===== src/rtl/spi_responder_pkg.sv =====
// Shared constants and state encoding for the SPI mode-0 responder.
package spi_responder_pkg;

  localparam int unsigned SPI_DATA_WIDTH = 8;
  localparam int unsigned SPI_REG_WIDTH  = 16;

  localparam logic [7:0] SPI_FILL_BYTE = 8'hFF;

  localparam logic SPI_RSP_IDLE  = 1'b0;
  localparam logic SPI_RSP_SHIFT = 1'b1;

  typedef enum logic {
    StIdle  = SPI_RSP_IDLE,
    StShift = SPI_RSP_SHIFT
  } spi_rsp_state_e;

endpackage


===== src/rtl/spi_responder_if.sv =====
// Bus-side and core-side signals of the SPI responder, grouped for one port.
interface spi_responder_if #(
  parameter int unsigned DATA_WIDTH = spi_responder_pkg::SPI_DATA_WIDTH,
  parameter int unsigned REG_WIDTH  = spi_responder_pkg::SPI_REG_WIDTH
);

  logic                  sck;
  logic                  cs;
  logic                  mosi;
  logic                  miso;
  logic [DATA_WIDTH-1:0] tx_data;
  logic                  tx_valid;
  logic                  tx_ready;
  logic [DATA_WIDTH-1:0] rx_data;
  logic                  rx_valid;
  logic                  busy;
  logic [REG_WIDTH-1:0]  word_count;
  logic                  tx_underrun;

  modport slave (
    input  sck, cs, mosi, tx_data, tx_valid,
    output miso, tx_ready, rx_data, rx_valid, busy, word_count, tx_underrun
  );

  modport master (
    output sck, cs, mosi, tx_data, tx_valid,
    input  miso, tx_ready, rx_data, rx_valid, busy, word_count, tx_underrun
  );

endinterface


===== src/rtl/spi_sync.sv =====
// 2-FF synchroniser plus one edge-detect stage; level is the edge-stage output
// so that level and the detected edge take effect on the same clock.
module spi_sync #(
  parameter logic RESET_VAL = 1'b0
) (
  input  logic clk_800k,
  input  logic rst,
  input  logic din,
  output logic level,
  output logic rise,
  output logic fall
);

  logic [2:0] sync_q;

  always_ff @(posedge clk_800k or posedge rst) begin
    if (rst) begin
      sync_q <= {3{RESET_VAL}};
    end else begin
      sync_q <= {sync_q[1:0], din};
    end
  end

  assign level = sync_q[2];
  assign rise  = sync_q[1] & ~sync_q[2];
  assign fall  = ~sync_q[1] & sync_q[2];

endmodule


===== src/rtl/spi_responder.sv =====
// SPI mode-0 target: oversamples sck/cs/mosi, assembles rx words and
// serialises core-supplied tx words onto miso, MSB first.
module spi_responder
  import spi_responder_pkg::*;
#(
  parameter int unsigned           DATA_WIDTH = SPI_DATA_WIDTH,
  parameter int unsigned           REG_WIDTH  = SPI_REG_WIDTH,
  parameter logic [DATA_WIDTH-1:0] FILL_BYTE  = SPI_FILL_BYTE
) (
  input logic           clk_800k,
  input logic           rst,
  spi_responder_if.slave bus
);

  localparam int unsigned CntWidth = $clog2(DATA_WIDTH);

  logic sck_level, sck_rise, sck_fall;
  logic cs_level, cs_rise, cs_fall;
  logic mosi_level, mosi_rise, mosi_fall;

  spi_sync #(.RESET_VAL(1'b0)) u_sync_sck (
    .clk_800k (clk_800k),
    .rst      (rst),
    .din      (bus.sck),
    .level    (sck_level),
    .rise     (sck_rise),
    .fall     (sck_fall)
  );

  spi_sync #(.RESET_VAL(1'b1)) u_sync_cs (
    .clk_800k (clk_800k),
    .rst      (rst),
    .din      (bus.cs),
    .level    (cs_level),
    .rise     (cs_rise),
    .fall     (cs_fall)
  );

  spi_sync #(.RESET_VAL(1'b0)) u_sync_mosi (
    .clk_800k (clk_800k),
    .rst      (rst),
    .din      (bus.mosi),
    .level    (mosi_level),
    .rise     (mosi_rise),
    .fall     (mosi_fall)
  );

  logic unused_sync;
  assign unused_sync = ^{sck_level, mosi_rise, mosi_fall};

  spi_rsp_state_e        state_q, state_d;
  logic [CntWidth-1:0]   bit_cnt_q, bit_cnt_d;
  logic [DATA_WIDTH-1:0] rx_shift_q, rx_shift_d;
  logic [DATA_WIDTH-1:0] rx_data_q, rx_data_d;
  logic                  rx_valid_q, rx_valid_d;
  logic [REG_WIDTH-1:0]  word_count_q, word_count_d;
  logic                  reload_q, reload_d;
  logic [DATA_WIDTH-1:0] shift_out_q, shift_out_d;
  logic [DATA_WIDTH-1:0] holding_q, holding_d;
  logic                  full_q, full_d;
  logic                  underrun_q, underrun_d;
  logic [1:0]            settle_q;
  logic                  armed_q;
  logic                  load;
  logic                  tx_write;
  logic [DATA_WIDTH-1:0] rx_word;

  // A cs already low when reset releases must not start a transaction: the
  // block arms only once the flushed synchroniser has shown cs high.
  always_ff @(posedge clk_800k or posedge rst) begin
    if (rst) begin
      settle_q <= 2'd0;
      armed_q  <= 1'b0;
    end else begin
      if (settle_q != 2'd3) begin
        settle_q <= settle_q + 2'd1;
      end
      if (settle_q == 2'd3 && cs_level) begin
        armed_q <= 1'b1;
      end
    end
  end

  assign tx_write = bus.tx_valid & ~full_q;
  assign rx_word  = {rx_shift_q[DATA_WIDTH-2:0], mosi_level};

  always_comb begin
    state_d      = state_q;
    bit_cnt_d    = bit_cnt_q;
    rx_shift_d   = rx_shift_q;
    rx_data_d    = rx_data_q;
    rx_valid_d   = 1'b0;
    word_count_d = word_count_q;
    reload_d     = reload_q;
    shift_out_d  = shift_out_q;
    holding_d    = holding_q;
    full_d       = full_q;
    underrun_d   = underrun_q;
    load         = 1'b0;

    if (cs_rise) begin
      state_d   = StIdle;
      bit_cnt_d = '0;
      reload_d  = 1'b0;
    end else begin
      unique case (state_q)
        StIdle: begin
          if (cs_fall && armed_q) begin
            state_d      = StShift;
            bit_cnt_d    = '0;
            word_count_d = '0;
            reload_d     = 1'b0;
            underrun_d   = 1'b0;
            load         = 1'b1;
          end
        end
        StShift: begin
          if (sck_rise) begin
            rx_shift_d = rx_word;
            if (bit_cnt_q == CntWidth'(DATA_WIDTH - 1)) begin
              rx_data_d    = rx_word;
              rx_valid_d   = 1'b1;
              word_count_d = word_count_q + REG_WIDTH'(1);
              bit_cnt_d    = '0;
              reload_d     = 1'b1;
            end else begin
              bit_cnt_d = bit_cnt_q + CntWidth'(1);
            end
          end
          if (sck_fall) begin
            if (reload_q) begin
              load     = 1'b1;
              reload_d = 1'b0;
            end else begin
              shift_out_d = {shift_out_q[DATA_WIDTH-2:0], 1'b0};
            end
          end
        end
        default: state_d = StIdle;
      endcase
    end

    // Load consumes the old holding contents; a same-cycle write lands after.
    if (load) begin
      shift_out_d = full_q ? holding_q : FILL_BYTE;
      full_d      = 1'b0;
      if (!full_q) begin
        underrun_d = 1'b1;
      end
    end
    if (tx_write) begin
      holding_d = bus.tx_data;
      full_d    = 1'b1;
    end
  end

  always_ff @(posedge clk_800k or posedge rst) begin
    if (rst) begin
      state_q      <= StIdle;
      bit_cnt_q    <= '0;
      rx_shift_q   <= '0;
      rx_data_q    <= '0;
      rx_valid_q   <= 1'b0;
      word_count_q <= '0;
      reload_q     <= 1'b0;
      shift_out_q  <= '0;
      holding_q    <= '0;
      full_q       <= 1'b0;
      underrun_q   <= 1'b0;
    end else begin
      state_q      <= state_d;
      bit_cnt_q    <= bit_cnt_d;
      rx_shift_q   <= rx_shift_d;
      rx_data_q    <= rx_data_d;
      rx_valid_q   <= rx_valid_d;
      word_count_q <= word_count_d;
      reload_q     <= reload_d;
      shift_out_q  <= shift_out_d;
      holding_q    <= holding_d;
      full_q       <= full_d;
      underrun_q   <= underrun_d;
    end
  end

  assign bus.busy        = armed_q & ~cs_level;
  assign bus.miso        = bus.busy ? shift_out_q[DATA_WIDTH-1] : 1'b0;
  assign bus.tx_ready    = ~full_q;
  assign bus.rx_data     = rx_data_q;
  assign bus.rx_valid    = rx_valid_q;
  assign bus.word_count  = word_count_q;
  assign bus.tx_underrun = underrun_q;

endmodule


===== src/flat_wrapper.sv =====
// flat-port wrapper written by rule: the top's interface ports become plain ports
module spi_responder_flat import spi_responder_pkg::*;
#(
  parameter int unsigned           DATA_WIDTH = SPI_DATA_WIDTH,
  parameter int unsigned           REG_WIDTH  = SPI_REG_WIDTH,
  parameter logic [DATA_WIDTH-1:0] FILL_BYTE  = SPI_FILL_BYTE
)
  (clk_800k, rst, bus_sck, bus_cs, bus_mosi, bus_tx_data, bus_tx_valid, bus_miso, bus_tx_ready, bus_rx_data, bus_rx_valid, bus_busy, bus_word_count, bus_tx_underrun);
  spi_responder_if #(.DATA_WIDTH(DATA_WIDTH), .REG_WIDTH(REG_WIDTH)) bus_i ();
  input logic clk_800k;
  input logic rst;
  input wire logic [$bits(bus_i.sck)-1:0] bus_sck;
  input wire logic [$bits(bus_i.cs)-1:0] bus_cs;
  input wire logic [$bits(bus_i.mosi)-1:0] bus_mosi;
  input wire logic [$bits(bus_i.tx_data)-1:0] bus_tx_data;
  input wire logic [$bits(bus_i.tx_valid)-1:0] bus_tx_valid;
  output wire logic [$bits(bus_i.miso)-1:0] bus_miso;
  output wire logic [$bits(bus_i.tx_ready)-1:0] bus_tx_ready;
  output wire logic [$bits(bus_i.rx_data)-1:0] bus_rx_data;
  output wire logic [$bits(bus_i.rx_valid)-1:0] bus_rx_valid;
  output wire logic [$bits(bus_i.busy)-1:0] bus_busy;
  output wire logic [$bits(bus_i.word_count)-1:0] bus_word_count;
  output wire logic [$bits(bus_i.tx_underrun)-1:0] bus_tx_underrun;
  assign bus_i.sck = bus_sck;
  assign bus_i.cs = bus_cs;
  assign bus_i.mosi = bus_mosi;
  assign bus_i.tx_data = bus_tx_data;
  assign bus_i.tx_valid = bus_tx_valid;
  assign bus_miso = bus_i.miso;
  assign bus_tx_ready = bus_i.tx_ready;
  assign bus_rx_data = bus_i.rx_data;
  assign bus_rx_valid = bus_i.rx_valid;
  assign bus_busy = bus_i.busy;
  assign bus_word_count = bus_i.word_count;
  assign bus_tx_underrun = bus_i.tx_underrun;
  spi_responder #(.DATA_WIDTH(DATA_WIDTH), .REG_WIDTH(REG_WIDTH), .FILL_BYTE(FILL_BYTE)) u_core (.clk_800k(clk_800k), .rst(rst), .bus(bus_i));
endmodule

===== config.mk =====
export PLATFORM = sky130hd
export DESIGN_NAME = spi_responder_flat
export DESIGN_NICKNAME = d
export VERILOG_FILES = /design/src/rtl/spi_responder_pkg.sv /design/src/rtl/spi_responder_if.sv /design/src/rtl/spi_sync.sv /design/src/rtl/spi_responder.sv /design/src/flat_wrapper.sv
export SDC_FILE = /design/constraint.sdc
export NUM_CORES = 1
export LEC_CHECK = 0
export CORE_MARGIN = 1
export CORE_UTILIZATION = 50
export CTS_CLUSTER_DIAMETER = 120
export CTS_CLUSTER_SIZE = 8
export DETAILED_ROUTE_END_ITERATION = 8
export GPL_TIMING_DRIVEN = 0
export PLACE_DENSITY = 0.83
export RECOVER_POWER = 25
export SLEW_MARGIN = 0
export SYNTH_ARGS = -nofsm -noshare
export SYNTH_HDL_FRONTEND = slang
export SYNTH_SLANG_ARGS = --single-unit

===== constraint.sdc =====
create_clock -name clk_800k -period 2.7 [get_ports clk_800k]
set_input_delay 0.405 -clock clk_800k [delete_from_list [all_inputs] [get_ports clk_800k]]
set_output_delay 0.405 -clock clk_800k [all_outputs]
set_load 0.01 [all_outputs]

**After elaboration in Yosys (flattened, before gate mapping)**

Cells that the tools add are included.

- Word-level logic and storage cells: 93
- Bits in registers: 67
- Bits of input ports: 14
- Output and inout port bits: 29

- Bitwise gates (word level): 13
- Add/sub/neg operators: 3
- Multiplexer cells: 41
- Equal/unequal tests: 10
- Reduce and logical (&&, ||, !) cells: 10

Operators by type and width:

| kind | count |
|---|---|
| 2-to-1 mux 16 bit | 3 |
| 2-to-1 mux 8 bit | 6 |
| case mux 16 bit (2 select lines) | 1 |
| 2-to-1 mux 1 bit | 24 |
| adder 16 x 1 -> 16 bit, second input constant | 1 |
| 2-to-1 mux 3 bit | 4 |
| AND reduction 4 bit | 3 |
| != test 2 bit, second input constant | 4 |
| NOT 1 bit | 7 |
| AND 1 bit | 6 |
| != test 3 x 1 -> 1 bit, second input constant | 2 |
| case mux 3 bit (2 select lines) | 1 |
| nonzero test 2 bit | 3 |
| != test 2 x 1 -> 1 bit, second input constant | 2 |
| case mux 1 bit (2 select lines) | 2 |
| adder 3 x 1 -> 3 bit, second input constant | 1 |
| equality test 3 bit, second input constant | 1 |
| AND reduction 3 bit | 1 |
| adder 2 x 1 -> 2 bit, second input constant | 1 |
| equality test 2 bit, second input constant | 1 |
| logical AND 1 bit | 2 |
| AND reduction 2 bit | 1 |

**Depth between registers and ports, before layout**

Gate-level depths: netlist of run 1.

- Depth in word-level cells: 8
- Gate-level depth with buffers: 7
- Gate-level depth less buffers: 6

**Cells and area by module**

A second synthesis of run 1 with hierarchy kept.

- Cell total of the unflattened synthesis: 265
- Area, all modules: 2,850.2 um2

Modules (own cells, without submodules):

| module | instances | seq. area each (um2) | cells each | area an instance (um2) |
|---|---|---|---|---|
| spi_responder | 1 | 1,451.4 | 247 | 2,565.0 |
| spi_sync at u_core.u_sync_mosi ... | 2 | 75.1 | 6 | 93.8 |
| spi_sync at u_core.u_sync_cs | 1 | 78.8 | 6 | 97.6 |

**Least setup slack after synthesis of run 1**

OpenSTA, ideal clock, no wires.

- Path type: register to register
- Start point: reg u_core.bit_cnt_q[0]
- End point: reg u_core.word_count_q[12] (netlist: u_core.bus.word_count[12])
- Arrival time: 1.638 ns
- Library setup time: 0.119 ns
- Required time: 2.581 ns
- Buffers on the path: 1
- Slack: 0.943 ns
- Clock period less this slack: 1.757 ns
- Stages on the path, launching flop included: 8
- Cell sequence: dfrtp_1 > ha_1 > ha_1 > nand2b_1 > o2111ai_2 > buf_2 > o31a_1 > o21a_1

- Cells in the longest elaborated chain, start to end: 3

RTL lines:

| what | RTL line | RTL |
|---|---|---|
| start: declaration | spi_responder.sv:52 | `logic [CntWidth-1:0] bit_cnt_q, bit_cnt_d;` |
| start signal: assignment | spi_responder.sv:172 | `bit_cnt_q <= bit_cnt_d;` |
| equality test 3 bit | spi_responder.sv:120 | `if (bit_cnt_q == CntWidth'(DATA_WIDTH - 1)) begin` |
| != test 2 bit (no source line) | n/a |  |
| AND reduction 4 bit (no source line) | n/a |  |
| end signal: assignment | spi_responder.sv:176 | `word_count_q <= word_count_d;` |
| end: declaration | spi_responder.sv:56 | `logic [REG_WIDTH-1:0] word_count_q, word_count_d;` |

Every way passes these cells.
A chain may end at the register's enable or synchronous reset.

**Final worst setup path of run 1**

- Start point: reg u_core.armed_q
- End point: out bus_miso

- Cells in the longest elaborated chain, start to end: 2

RTL lines:

| what | RTL line | RTL |
|---|---|---|
| start: declaration | spi_responder.sv:63 | `logic armed_q;` |
| start signal: assignment | spi_responder.sv:73 | `armed_q <= 1'b0;` |
| start signal: assignment | spi_responder.sv:79 | `armed_q <= 1'b1;` |
| AND 1 bit | spi_responder.sv:185 | `assign bus.busy = armed_q & ~cs_level;` |
| 2-to-1 mux 1 bit | spi_responder.sv:186 | `assign bus.miso = bus.busy ? shift_out_q[DATA_WIDTH-1] : 1'b0;` |
| end: declaration | flat_wrapper.sv:17 | `output wire logic [$bits(bus_i.miso)-1:0] bus_miso;` |

Every way passes these cells.

==> results of run 1 <==
-- cell usage in the layout (no fill, tap or decap), types with 5 or more instances in the layout --
cell type and n:
dfrtp_1 64, nand2b_1 5, inv_1 6, or3_1 9, clkbuf_8 11, nand3_1 6
mux2_2 24, nand2_1 8, a21oi_1 21, nor2_1 11, o31ai_1 11, clkbuf_1 7
o21ai_0 18, clkdlybuf4s50_1 38
-- registers in the layout, indices dropped and copies added, names as in the netlist --
| register | cells |
|---|---|
| u_core.armed_q | 1 |
| u_core.settle_q | 2 |
| u_core.state_q | 1 |
| u_core.u_sync_cs.sync_q | 3 |
| u_core.bit_cnt_q | 3 |
| u_core.bus.word_count | 16 |
| u_core.bus.rx_data | 8 |
| u_core.bus.rx_valid | 1 |
| u_core.holding_q | 8 |
| u_core.bus.tx_underrun | 1 |
| u_core.reload_q | 1 |
| u_core.u_sync_sck.sync_q | 3 |
| u_core.full_q | 1 |
| u_core.rx_shift_q | 7 |
| u_core.u_sync_mosi.sync_q | 3 |
| u_core.shift_out_q | 8 |
-- area by class of cell --
type,instances,share of cell area
buffer,8,0.01020
clock buffer,14,0.04574
clock inverter,2,0.002815
inverter,7,0.007389
multi-input combinational,157,0.3121
sequential,67,0.4726
tap,72,0.02533
timing repair buffer,43,0.1239
-- worst paths after layout --
kind / to / cells after the start / from / slack [ns]
max: bus_miso / 3 / u_core.armed_q$_DFFE_PP0P_ / 0.67
max reg2reg: u_core.bus.word_count[11]$_DFFE_PP0P_ / 7 / u_core.bit_cnt_q[0]$_DFFE_PP0P_ / 0.70
min in group asynchronous: u_core.bus.rx_data[1]$_DFFE_PP0P_ / 2 / rst / 0.83
min: u_core.u_sync_sck.sync_q[1]$_DFF_PP0_ / 0 / u_core.u_sync_sck.sync_q[0]$_DFF_PP0_ / 0.35
max in group asynchronous: u_core.u_sync_cs.sync_q[1]$_DFF_PP1_ / 3 / rst / 1.05
min reg2reg: u_core.u_sync_sck.sync_q[1]$_DFF_PP0_ / 0 / u_core.u_sync_sck.sync_q[0]$_DFF_PP0_ / 0.35
-- stage by stage --
stage / setup WS (ns) / area, um^2 / std cells / TNS (ns) / power [mW]
floorplan: 0.6168 / 2853 / 239 / 0 / 1.603
global placement: -0.4384 / 3363 / 353 / -27.92 / 1.730
detailed placement: 0.7055 / 3383 / 354 / 0 / 1.762
CTS: 0.6703 / 3556 / 370 / 0 / 2.489
global route: 0.5833 / 3556 / 370 / 0 / 2.615
finish: 0.6683 / 3556 / 370 / 0 / 2.469
-- report_power, final --
part / switching [mW] / leakage, nW / total, mW / internal [mW]
clock: 0.349 / 0.0905 / 0.730 / 0.381
sequential: 0.119 / 0.845 / 1.32 / 1.20
combinational: 0.196 / 0.586 / 0.421 / 0.225
total: 0.663 / 1.52 / 2.47 / 1.81
-- critical path, stage by stage (launching register included) --
cell and delay, ns:
dfrtp_1 0.39, nor2b_1 0.22, and2_1 0.16, clkdlybuf4s50_1 0.53
-- Yosys cell counts (all sizes together) (3+ instances only) --
library cell,n
nand2b,5
inv,6
buf,4
and2,4
a21oi,21
dfrtp,64
a32o,3
ha,4
or4,4
nor2,11
o31ai,11
nor2b,4
o21ai,19
nand2,8
clkbuf,4
dfstp,3
mux2,24
nand3,6
or3,9
-- logic make-up after synthesis --
family | Yosys count | synth area share
DFF | 67 | 0.5890
AOI/OAI and AO/OA | 64 | 0.1439
and+or+nand+nor | 63 | 0.1263
muxes | 25 | 0.09825
buffers and inverters | 15 | 0.02193
adders and majority gates | 4 | 0.01754
xor gates and xnor gates | 1 | 0.003071
-- metal layers --
metal	up-vias	GRT usage	part of all wire	wire length [um]
met1	1015	0.2576	0.45	2327
met5	-	0	0	0
met3	12	0.05294	0.044	225
met4	0	0.08302	0.021	108
li1	994	-	-	-
met2	53	0.3142	0.48	2493
==> run metrics, run 1 <==
DRT iter0 DRCs 150; Total GRT Usage 0.1984; Residual DRC 0; syn nets 257; DPL Wire Length 3.566 mm; n_diodes 0; Fmax achieved 0.4922 GHz; Cell Pwr Density 694.4 mW/mm^2; Worst Path Required 2.30 ns; routed vias 2074; vias in the first global route 1991; Root Driver clkbuf_8; critical path class flip-flop to primary output; post_cts resized 0; FP Rows 27; gpl congestion 0.7920; die area 0.006012 mm^2; Worst Hold Class flip-flop to flip-flop; Critical Path Sink Type primary output; Yosys top cell area share 0.5614; Async SR Flop Fraction 1.000; port bufs 42; CTS Hold Buffers Added 0; nets 311; number of synthesized flops with an enable pin 0; Syn. warnings 0; Post-CTS Setup Bufs 0; LEAKAGE 1.521 nW; slew at the pin closest to its max-slew limit 1.192 ns; # fillers 420; Worst VDD drop 0.0004538 V; CTS Sinks 67; Area contributors post-synth dfrtp_1 (56%), mux2_2 (9.5%), a21oi_1 (3.7%), o21ai_0 (3.2%), o31ai_1 (2.9%); Util after Layout 0.6458; fin crit period 2.032 ns; multi-input logic area 0.001110 mm^2; DRT antenna net count 0; Max Slew Vio Count 0; register area share after synthesis 0.5890; layout cells sized above 1 0.1577; starting density of the core 0.5181; final hold slack 0.3492 ns; post-synth top area cell dfrtp_1; Cells after Synth 239; routed wire length 5.154 mm; Wirelength per Cell 13.93 um; GRT overflow 0; Fin Clk Skew 0.007399 ns; io pins 43; synthesized area 0.002853 mm^2; first-pass GRT wire length 9.232 mm; initial antenna violation count 0; status complete, no violations; clock latency on the worst-skew pair 0.34 ns; register area 0.001680 mm^2; drt first pass iters 4; RSZ-0062 raised after global routing no; final worst-path cycle share 0.7525; max_slew headroom 0.2042; die height 77.54 um; Core Area 0.005507 mm^2; Netlist cell types 42; Main synth FF type dfrtp_1; Hold Fails Final Rpt 0; H-Tree Depth 3; clock slew at reported path FFs 0.06 ns; CP startpoint kind flip-flop; pin count of the biggest net entering global routing 37; Die Wd 77.54 um; CP arrival 1.63 ns; CTS Buf Count 9; P&R area growth vs syn 24.65%; Critical Path Fanout Max 4; Final setup violation count 0; Max-Cap Viols 0; Seq cells post-synth 67; clk buf depth 2; vias per inst 5.605; Syn Area/Cell 11.94 um^2; CTS tree yes
No activity file was read; power rests on OpenSTA's default activity.
==> run 2, diff against run 1 <==
==> constraint.sdc (replaced) <==
create_clock -name clk_800k -period 2.05 [get_ports clk_800k]
set_input_delay 0.3075 -clock clk_800k [delete_from_list [all_inputs] [get_ports clk_800k]]
set_output_delay 0.3075 -clock clk_800k [all_outputs]
set_load 0.01 [all_outputs]
==> run metrics, run 2 (synthesis results as in run 1) <==
die height 77.54 um; Fin Clk Skew 0.007343 ns; routed vias 2092; die area 0.006012 mm^2; pin count of the biggest net entering global routing 37; max_slew headroom 0.2043; clock slew at reported path FFs 0.07 ns; fin crit period 1.943 ns; CP dominant cell by count ha_1; CP startpoint kind flip-flop; multi-input logic area 0.001115 mm^2; Worst VDD drop 0.0005982 V; Fmax achieved 0.5147 GHz; Total GRT Usage 0.1984; Die Wd 77.54 um; Hold Fails Final Rpt 0; starting density of the core 0.5181; Wirelength per Cell 13.92 um; CTS tree yes; io pins 43; CTS Sinks 67; Critical Path Sink Type flip-flop; critical path class flip-flop to flip-flop; Cell Pwr Density 913.5 mW/mm^2; H-Tree Depth 3; Util after Layout 0.6467; most common cell after layout, fill and taps aside dfrtp_1; clk buf depth 2; routed wire length 5.150 mm; vias per inst 5.654; P&R area growth vs syn 24.82%; DPL Wire Length 3.566 mm; slew at the pin closest to its max-slew limit 1.192 ns; vias in the first global route 1991; LEAKAGE 1.521 nW; RSZ-0062 raised after global routing yes; CP bufs+invs 1; # fillers 419; gpl congestion 0.7920; Final setup violation count 0; CP arrival 2.21 ns; CTS Buf Count 9; crit-path max cell delay 0.37 ns; Placement Setup Slack 0.05553 ns; CP Cell Sequence ha_1 -> ha_1 -> nand2b_2 -> o2111ai_2 -> buf_2 -> or3_1 -> a21oi_1; DRT iter0 DRCs 150; n_diodes 0; layout cells sized above 1 0.1644; Final Cell Area 0.003561 mm^2; status complete, no violations; Crit path max-delay family simple AND/OR/NAND/NOR gates; port bufs 42; first-pass GRT wire length 9.232 mm; Root Driver clkbuf_8; Core Area 0.005507 mm^2; Worst Path Required 2.32 ns; nets 311; DRT antenna net count 0; Worst Hold Class flip-flop to flip-flop; GRT overflow 0; FP Rows 27; Residual DRC 0; register area 0.001680 mm^2; min setup slack post-route 0.1072 ns; initial antenna violation count 0; drt first pass iters 4; clock latency on the worst-skew pair 0.34 ns; max FFs per register 16; Critical Path Fanout Max 10; Max Slew Vio Count 0; Max-Cap Viols 0; Worst path slowest cell dfrtp_1; final worst-path cycle share 0.9477; Placed Area 0.003383 mm^2; Post-CTS Setup Bufs 0; most frequent cells in the layout dfrtp_1 (64), clkdlybuf4s50_1 (38), mux2_2 (24), a21oi_1 (21), o21ai_0 (18)
## run 2: worst register-to-register path: stages (launching register included)
cell and delay [ns]:
dfrtp_1 0.37, ha_1 0.16, ha_1 0.22, nand2b_2 0.19, o2111ai_2 0.19, buf_2 0.23, or3_1 0.36, a21oi_1 0.15
## run 2: what timing repair did
action	4_1_cts	5_1_grt
hold buffers	0	0
gates resized for setup	0	2
setup endpoints to repair	0	8
## run 2: area by class of cell
| cell class | count | area share |
|---|---|---|
| inverter | 7 | 0.007379 |
| buffer | 8 | 0.01019 |
| sequential | 67 | 0.4719 |
| clock inverter | 2 | 0.002811 |
| tap | 72 | 0.02530 |
| timing repair buffer | 43 | 0.1237 |
| clock buffer | 14 | 0.04568 |
| multi-input combinational | 157 | 0.3131 |
## run 2: final timing paths
path	endpoint	slack [ns]	from	cells after the start
setup / recovery	u_core.bus.word_count[11]$_DFFE_PP0P_	0.11	u_core.bit_cnt_q[0]$_DFFE_PP0P_	7
hold / removal	u_core.u_sync_sck.sync_q[1]$_DFF_PP0_	0.35	u_core.u_sync_sck.sync_q[0]$_DFF_PP0_	0
setup reg to reg	u_core.bus.word_count[11]$_DFFE_PP0P_	0.11	u_core.bit_cnt_q[0]$_DFFE_PP0P_	7
hold reg to reg	u_core.u_sync_sck.sync_q[1]$_DFF_PP0_	0.35	u_core.u_sync_sck.sync_q[0]$_DFF_PP0_	0
max in group asynchronous	u_core.u_sync_cs.sync_q[2]$_DFF_PP1_	0.49	rst	3
min in group asynchronous	u_core.bus.rx_data[1]$_DFFE_PP0P_	0.73	rst	2
## run 2: routing by layer
| metal | global-route usage | up-vias | part of all wire |
|---|---|---|---|
| met5 | 0 | - | 0 |
| met4 | 0.08302 | 0 | 0.017 |
| met3 | 0.05294 | 11 | 0.049 |
| met2 | 0.3142 | 58 | 0.48 |
| met1 | 0.2576 | 1031 | 0.45 |
| li1 | - | 992 | - |
## run 2: report_power, final
| group | total (mW) | internal (mW) | switching, mW |
|---|---|---|---|
| Combinational | 0.555 | 0.298 | 0.257 |
| Clock | 0.961 | 0.503 | 0.459 |
| Sequential | 1.74 | 1.58 | 0.158 |
## run 2: per-stage QoR
| step | power, mW | std cells | setup TNS (ns) | hold slack, ns |
|---|---|---|---|---|
| after floorplan | 2.112 | 239 | 0 | 0.3120 |
| after global placement | 2.278 | 353 | -64.46 | 0.3338 |
| after detailed placement | 2.320 | 354 | 0 | 0.3379 |
| after CTS | 3.278 | 370 | 0 | 0.3523 |
| after global routing | 3.445 | 370 | -0.006380 | 0.3673 |
| final | 3.253 | 370 | 0 | 0.3492 |
==> run 3, diff against run 2 <==
--- a/config.mk
+++ b/config.mk
@@ -13,6 +13,7 @@
 export GPL_TIMING_DRIVEN = 0
 export PLACE_DENSITY = 0.83
 export RECOVER_POWER = 25
+export SKIP_CTS_REPAIR_TIMING = 1
 export SLEW_MARGIN = 0
 export SYNTH_ARGS = -nofsm -noshare
 export SYNTH_HDL_FRONTEND = slang
==> results of run 3 <==
Final layout, timing and power as in run 2 (identical DEF).
==> patch 1 (settings of run 2) <==
`RESET_VAL` is set to 1'b0 in 3 places; all go to 1'b1.
--- a/src/rtl/spi_sync.sv
+++ b/src/rtl/spi_sync.sv
@@ -1,7 +1,7 @@
 // 2-FF synchroniser plus one edge-detect stage; level is the edge-stage output
 // so that level and the detected edge take effect on the same clock.
 module spi_sync #(
-  parameter logic RESET_VAL = 1'b0
+  parameter logic RESET_VAL = 1'b1
 ) (
   input  logic clk_800k,
   input  logic rst,
--- a/src/rtl/spi_responder.sv
+++ b/src/rtl/spi_responder.sv
@@ -18,7 +18,7 @@
   logic cs_level, cs_rise, cs_fall;
   logic mosi_level, mosi_rise, mosi_fall;
 
-  spi_sync #(.RESET_VAL(1'b0)) u_sync_sck (
+  spi_sync #(.RESET_VAL(1'b1)) u_sync_sck (
     .clk_800k (clk_800k),
     .rst      (rst),
     .din      (bus.sck),
@@ -36,7 +36,7 @@
     .fall     (cs_fall)
   );
 
-  spi_sync #(.RESET_VAL(1'b0)) u_sync_mosi (
+  spi_sync #(.RESET_VAL(1'b1)) u_sync_mosi (
     .clk_800k (clk_800k),
     .rst      (rst),
     .din      (bus.mosi),
Formal check against the unedited RTL: no difference found for any inputs over 10 cycles, from zero or initial values and one cycle with rst high; that may be too few to reach the edited logic, so the function may still have changed.
==> patch 1 against run 2 <==
Synthesized cell count is the same. Critical path depth decreased by 4. Synthesized area is 0.26% higher. Cell area rose by 1.2%. Routed wire length increased by 3.0%. Core utilization grew 0.75 points. Power up 3.9%. Die area grew 0.26%. Sequential cell count unchanged. Non-clock buffer count stayed put. Sequential power about the same. Worst setup slack gained 0.046 ns. Highest routed layer unchanged.
==> patch 1: results (changes against run 2) <==
Synth
  • Compound-gate portion of the synthesized area: 14.35% (was 14.39%)
  • Syn Area/Cell: 11.97 µm² (was 11.94 µm²)
  • Top area cells in the synthesized netlist: dfrtp_1 (51%), mux2_2 (9.4%), dfstp_2 (8.3%) (was dfrtp_1 (56%), mux2_2 (9.5%), a21oi_1 (3.7%))
  • Post-synthesis mux area share: 9.799% (was 9.825%)
  • Adder-cell share of the synthesized area: 1.750% (was 1.754%)
  • Xor/xnor share of the synthesized area: 0.3062% (was 0.3070%)
  • Commonest cells post-synth: dfrtp_1 (58), mux2_2 (24), a21oi_1 (21) (was dfrtp_1 (64), mux2_2 (24), a21oi_1 (21))
  • Sequential element share of the synthesized area: 59.01% (was 58.90%)

Detailed routing
  • Routed vias/inst: 5.595 (was 5.654)
  • DR iter-0 viols: 224 (was 150)
  • WL per Instance: 14.33 µm (was 13.92 µm)

Pwr
  • Pleak: 1.528 nW (was 1.521 nW)
  • Highest ir drop seen on vdd: 0.7541 mV (was 0.5982 mV)

Critical path
  • FF-to-FF setup slack: 0.16 ns (was 0.11 ns)
  • CP endpoint: bus_miso (was u_core.bus.word_count[11])
  • Reg-to-Reg End: u_core.bus.word_count[11] (unchanged)
  • Reg2Reg Launch Point: u_core.state_q (was u_core.bit_cnt_q[0])
  • WP data arrival: 1.59 ns (was 2.21 ns)
  • Worst Setup SP: u_core.u_sync_cs.sync_q[2] (was u_core.bit_cnt_q[0])
  • CP max FO: 6 (was 10)

Cells and area
  • Layout cells sized above 1: 19.13% (was 16.44%)
  • Fillers: 423 (was 419)

GRT
  • All-Layer GR Usage: 20.58% (was 19.84%)
  • Number of global-route vias before repair: 2,037 (was 1,991)

Placed design
  • Post-DP Area: 0.003391 mm² (was 0.003383 mm²)
  • Dpl hpwl: 3708 µm (was 3566 µm)

Clocking
  • Max H-tree Level: 3 (unchanged)

Outcome
  • Status: finished, final reports clean (unchanged)

STA
  • Max Clock Skew: 0.008764 ns (was 0.007343 ns)
  • Relative slew margins: 19.79% (was 20.43%)
## patch 1: cell types whose count changed after synthesis, sizes merged
cell,change
dfrtp,-6
dfstp,+6
## patch 1: kinds of logic (layout without fill, tap and decap cells)
group | after synthesis | in the layout
buffers and inverters | 15 | 74
adders and majority gates | 4 | 4
muxes | 25 | 25
xor gates and xnor gates | 1 | 1
AOI/OAI and AO/OA | 64 | 64
DFF | 67 | 67
and+or+nand+nor | 63 | 63
## patch 1: metrics by stage
step | setup WS [ns] | TNS [ns] | power (mW) | hold WS, ns
final | 0.1535 | 0 | 3.379 | 0.3558
after global routing | 0.01214 | 0 | 3.565 | 0.3654
after CTS | 0.04975 | 0 | 3.406 | 0.3566
after detailed placement | 0.08020 | 0 | 2.327 | 0.3469
after global placement | -0.9593 | -58.86 | 2.283 | 0.3458
after floorplan | 0.07424 | 0 | 2.116 | 0.3120
## patch 1: cell type report
type                    count  area, µm²  share of cell area (%)
plain buffers               8      38.79                   1.077
clock buffers              11      141.4                   3.925
well taps                  72      90.09                   2.501
repair buffers             43      440.4                   12.23
flip-flops and latches     67       1688                   46.86
clock inverters             5      52.55                   1.459
inverters                   7      26.28                  0.7294
multi-input cells         157       1125                   31.23
## patch 1: how the worst min path moves through the flow
| stage | depth (start not counted) | endpoint |
|---|---|---|
| final | 0 | u_core.u_sync_mosi.sync_q[1] |
| after floorplan | 0 | u_core.u_sync_cs.sync_q[0] |
| after global routing | 0 | u_core.u_sync_mosi.sync_q[1] |
| after detailed placement | 0 | u_core.u_sync_cs.sync_q[1] |
| after global placement | 0 | u_core.u_sync_cs.sync_q[1] |
| after CTS | 0 | u_core.u_sync_cs.sync_q[1] |
## patch 1: metal layers
metal	vias to the layer above	part of all wire [%]	global-route usage, %
met5	-	0	0
met4	0	1.7	10.19
met3	11	4.6	6.353
met2	47	50	31.77
met1	1031	44	26.26
li1	981	-	-
## patch 1: timing repair
action | 4_1_cts | 5_1_grt
resized for setup | 0 | 6
hold endpoints to repair | 0 | 0
setup endpoints to repair | 0 | 10
hold buffers | 0 | 0
## patch 1: report_power, final
part	internal, mW	switching [mW]
clock	0.589	0.488
sequential	1.58	0.156
combinational	0.300	0.263
## patch 1: worst max-delay path, delay by kind of cell, from the launching register on
family	cells	cell delay, ns
buffers and inverters	1	0.47
DFF	1	0.56
and+or+nand+nor	2	0.22
==> patch 2 (config.mk and constraints of run 2) <==
Without the edit above. Make the reset (`rst`) synchronous in 3 clocked blocks.
--- a/src/rtl/spi_sync.sv
+++ b/src/rtl/spi_sync.sv
@@ -13,7 +13,7 @@
 
   logic [2:0] sync_q;
 
-  always_ff @(posedge clk_800k or posedge rst) begin
+  always_ff @(posedge clk_800k) begin
     if (rst) begin
       sync_q <= {3{RESET_VAL}};
     end else begin
--- a/src/rtl/spi_responder.sv
+++ b/src/rtl/spi_responder.sv
@@ -67,7 +67,7 @@
 
   // A cs already low when reset releases must not start a transaction: the
   // block arms only once the flushed synchroniser has shown cs high.
-  always_ff @(posedge clk_800k or posedge rst) begin
+  always_ff @(posedge clk_800k) begin
     if (rst) begin
       settle_q <= 2'd0;
       armed_q  <= 1'b0;
@@ -154,7 +154,7 @@
     end
   end
 
-  always_ff @(posedge clk_800k or posedge rst) begin
+  always_ff @(posedge clk_800k) begin
     if (rst) begin
       state_q      <= StIdle;
       bit_cnt_q    <= '0;
Function: differs if rst is asserted again (counterexample within 4 cycles, from zero or initial values and one cycle with rst high); with rst held inactive, the same outputs for 10 cycles.
==> patch 2 against run 2 <==
Fmax increased by 0.44%. Final cell count is 23% higher. Die area up 4.7%. Worst setup slack better by 0.0085 ns. Sequential cell count stayed put. First-iteration DRC count increased by 43%. Non-clock buffer count rose by 11. Cell area is 4.7% higher. Synthesized area grew 4.8%. Clock skew is essentially flat. Routed wire length up 36%.
Power is not compared: it rests on default switching activity, and its combinational part moved more than twofold at a synthesized area within 25%.
==> patch 2: results (changes against run 2) <==
GRT
  • First-pass GRT wire length: 11,540 µm (was 9232 µm)
  • Largest net degree at the start of global routing: 13 (was 37)
  • All-Layer GR Usage: 23.63% (was 19.84%)
  • Number of global-route vias before repair: 2,527 (was 1,991)

Synth
  • Xor/xnor share of the synthesized area: 0.2930% (was 0.3070%)
  • Adder-cell share of the synthesized area: 1.674% (was 1.754%)
  • Synth async-reset ratio: 0% (was 100.0%)
  • Top area cells in the synthesized netlist: dfxtp_1 (45%), a21oi_1 (6.4%), mux2i_1 (5.0%) (was dfrtp_1 (56%), mux2_2 (9.5%), a21oi_1 (3.7%))
  • Commonest cells post-synth: dfxtp_1 (67), a21oi_1 (38), nand2_1 (37) (was dfrtp_1 (64), mux2_2 (24), a21oi_1 (21))
  • Post-synthesis mux area share: 5.023% (was 9.825%)
  • Main synth FF type: dfxtp_1 (was dfrtp_1)
  • Compound-gate portion of the synthesized area: 16.91% (was 14.39%)
  • Cells after Synth: 326 (was 239)

Placed design
  • Dpl hpwl: 4865 µm (was 3566 µm)
  • Post-placement cell count: 440 (was 354)
  • Final weighted congestion in routability-driven placement: 0.8257 (was 0.7920)
  • Pre-CTS setup slack: 0.04662 ns (was 0.05553 ns)

Critical path
  • Crit path max-delay cell type: nor4b_1 (was dfrtp_1)
  • CP endpoint: u_core.bus.word_count[15] (was u_core.bus.word_count[11])
  • CP max FO: 9 (was 10)

Worst hold path
  • Worst Hold End: u_core.u_sync_sck.sync_q[1] (unchanged)

Cells and area
  • Layout cells sized above 1: 11.98% (was 16.44%)
  • Fin nets: 397 (was 311)

Pwr
  • Final Power: 2.746 mW

STA
  • WHS: 0.4382 ns (was 0.3492 ns)
  • Setup slack after layout: 0.1156 ns (was 0.1072 ns)

Outcome
  • Status: finished, final reports clean (unchanged)

Detailed routing
  • Routed vias/inst: 5.697 (was 5.654)
  • DR iter-0 viols: 215 (was 150)
  • Total Routed Length: 6980 µm (was 5150 µm)
==> patch 2: changes by cell type after synthesis, moves of 14 or more <==
cell / delta
dfrtp_1: -64
o21ai_0: -17
mux2i_1: +14
dfxtp_1: +67
mux2_2: -24
nand2_1: +29
a21oi_1: +17
==> patch 2: layout make-up <==
class                           count  area (µm²)  area share, %
Tap cell                           72       90.09          2.416
Timing Repair Buffer               42       420.4          11.28
Clock inverter                      6       88.84          2.383
Inverter                            6       22.52         0.6040
Multi-Input combinational cell    233        1514          40.60
Sequential cell                    67        1341          35.97
Buffer                             20       113.9          3.054
Clock buffer                       10       137.6          3.691
==> patch 2: metal layers <==
metal / share of wire, % / global-route usage, % / wire [µm]
met1: 44 / 29.01 / 3099
met2: 51 / 40.00 / 3570
met3: 2.9 / 4.253 / 199
met4: 1.6 / 10.73 / 111
met5: 0 / 0 / 0
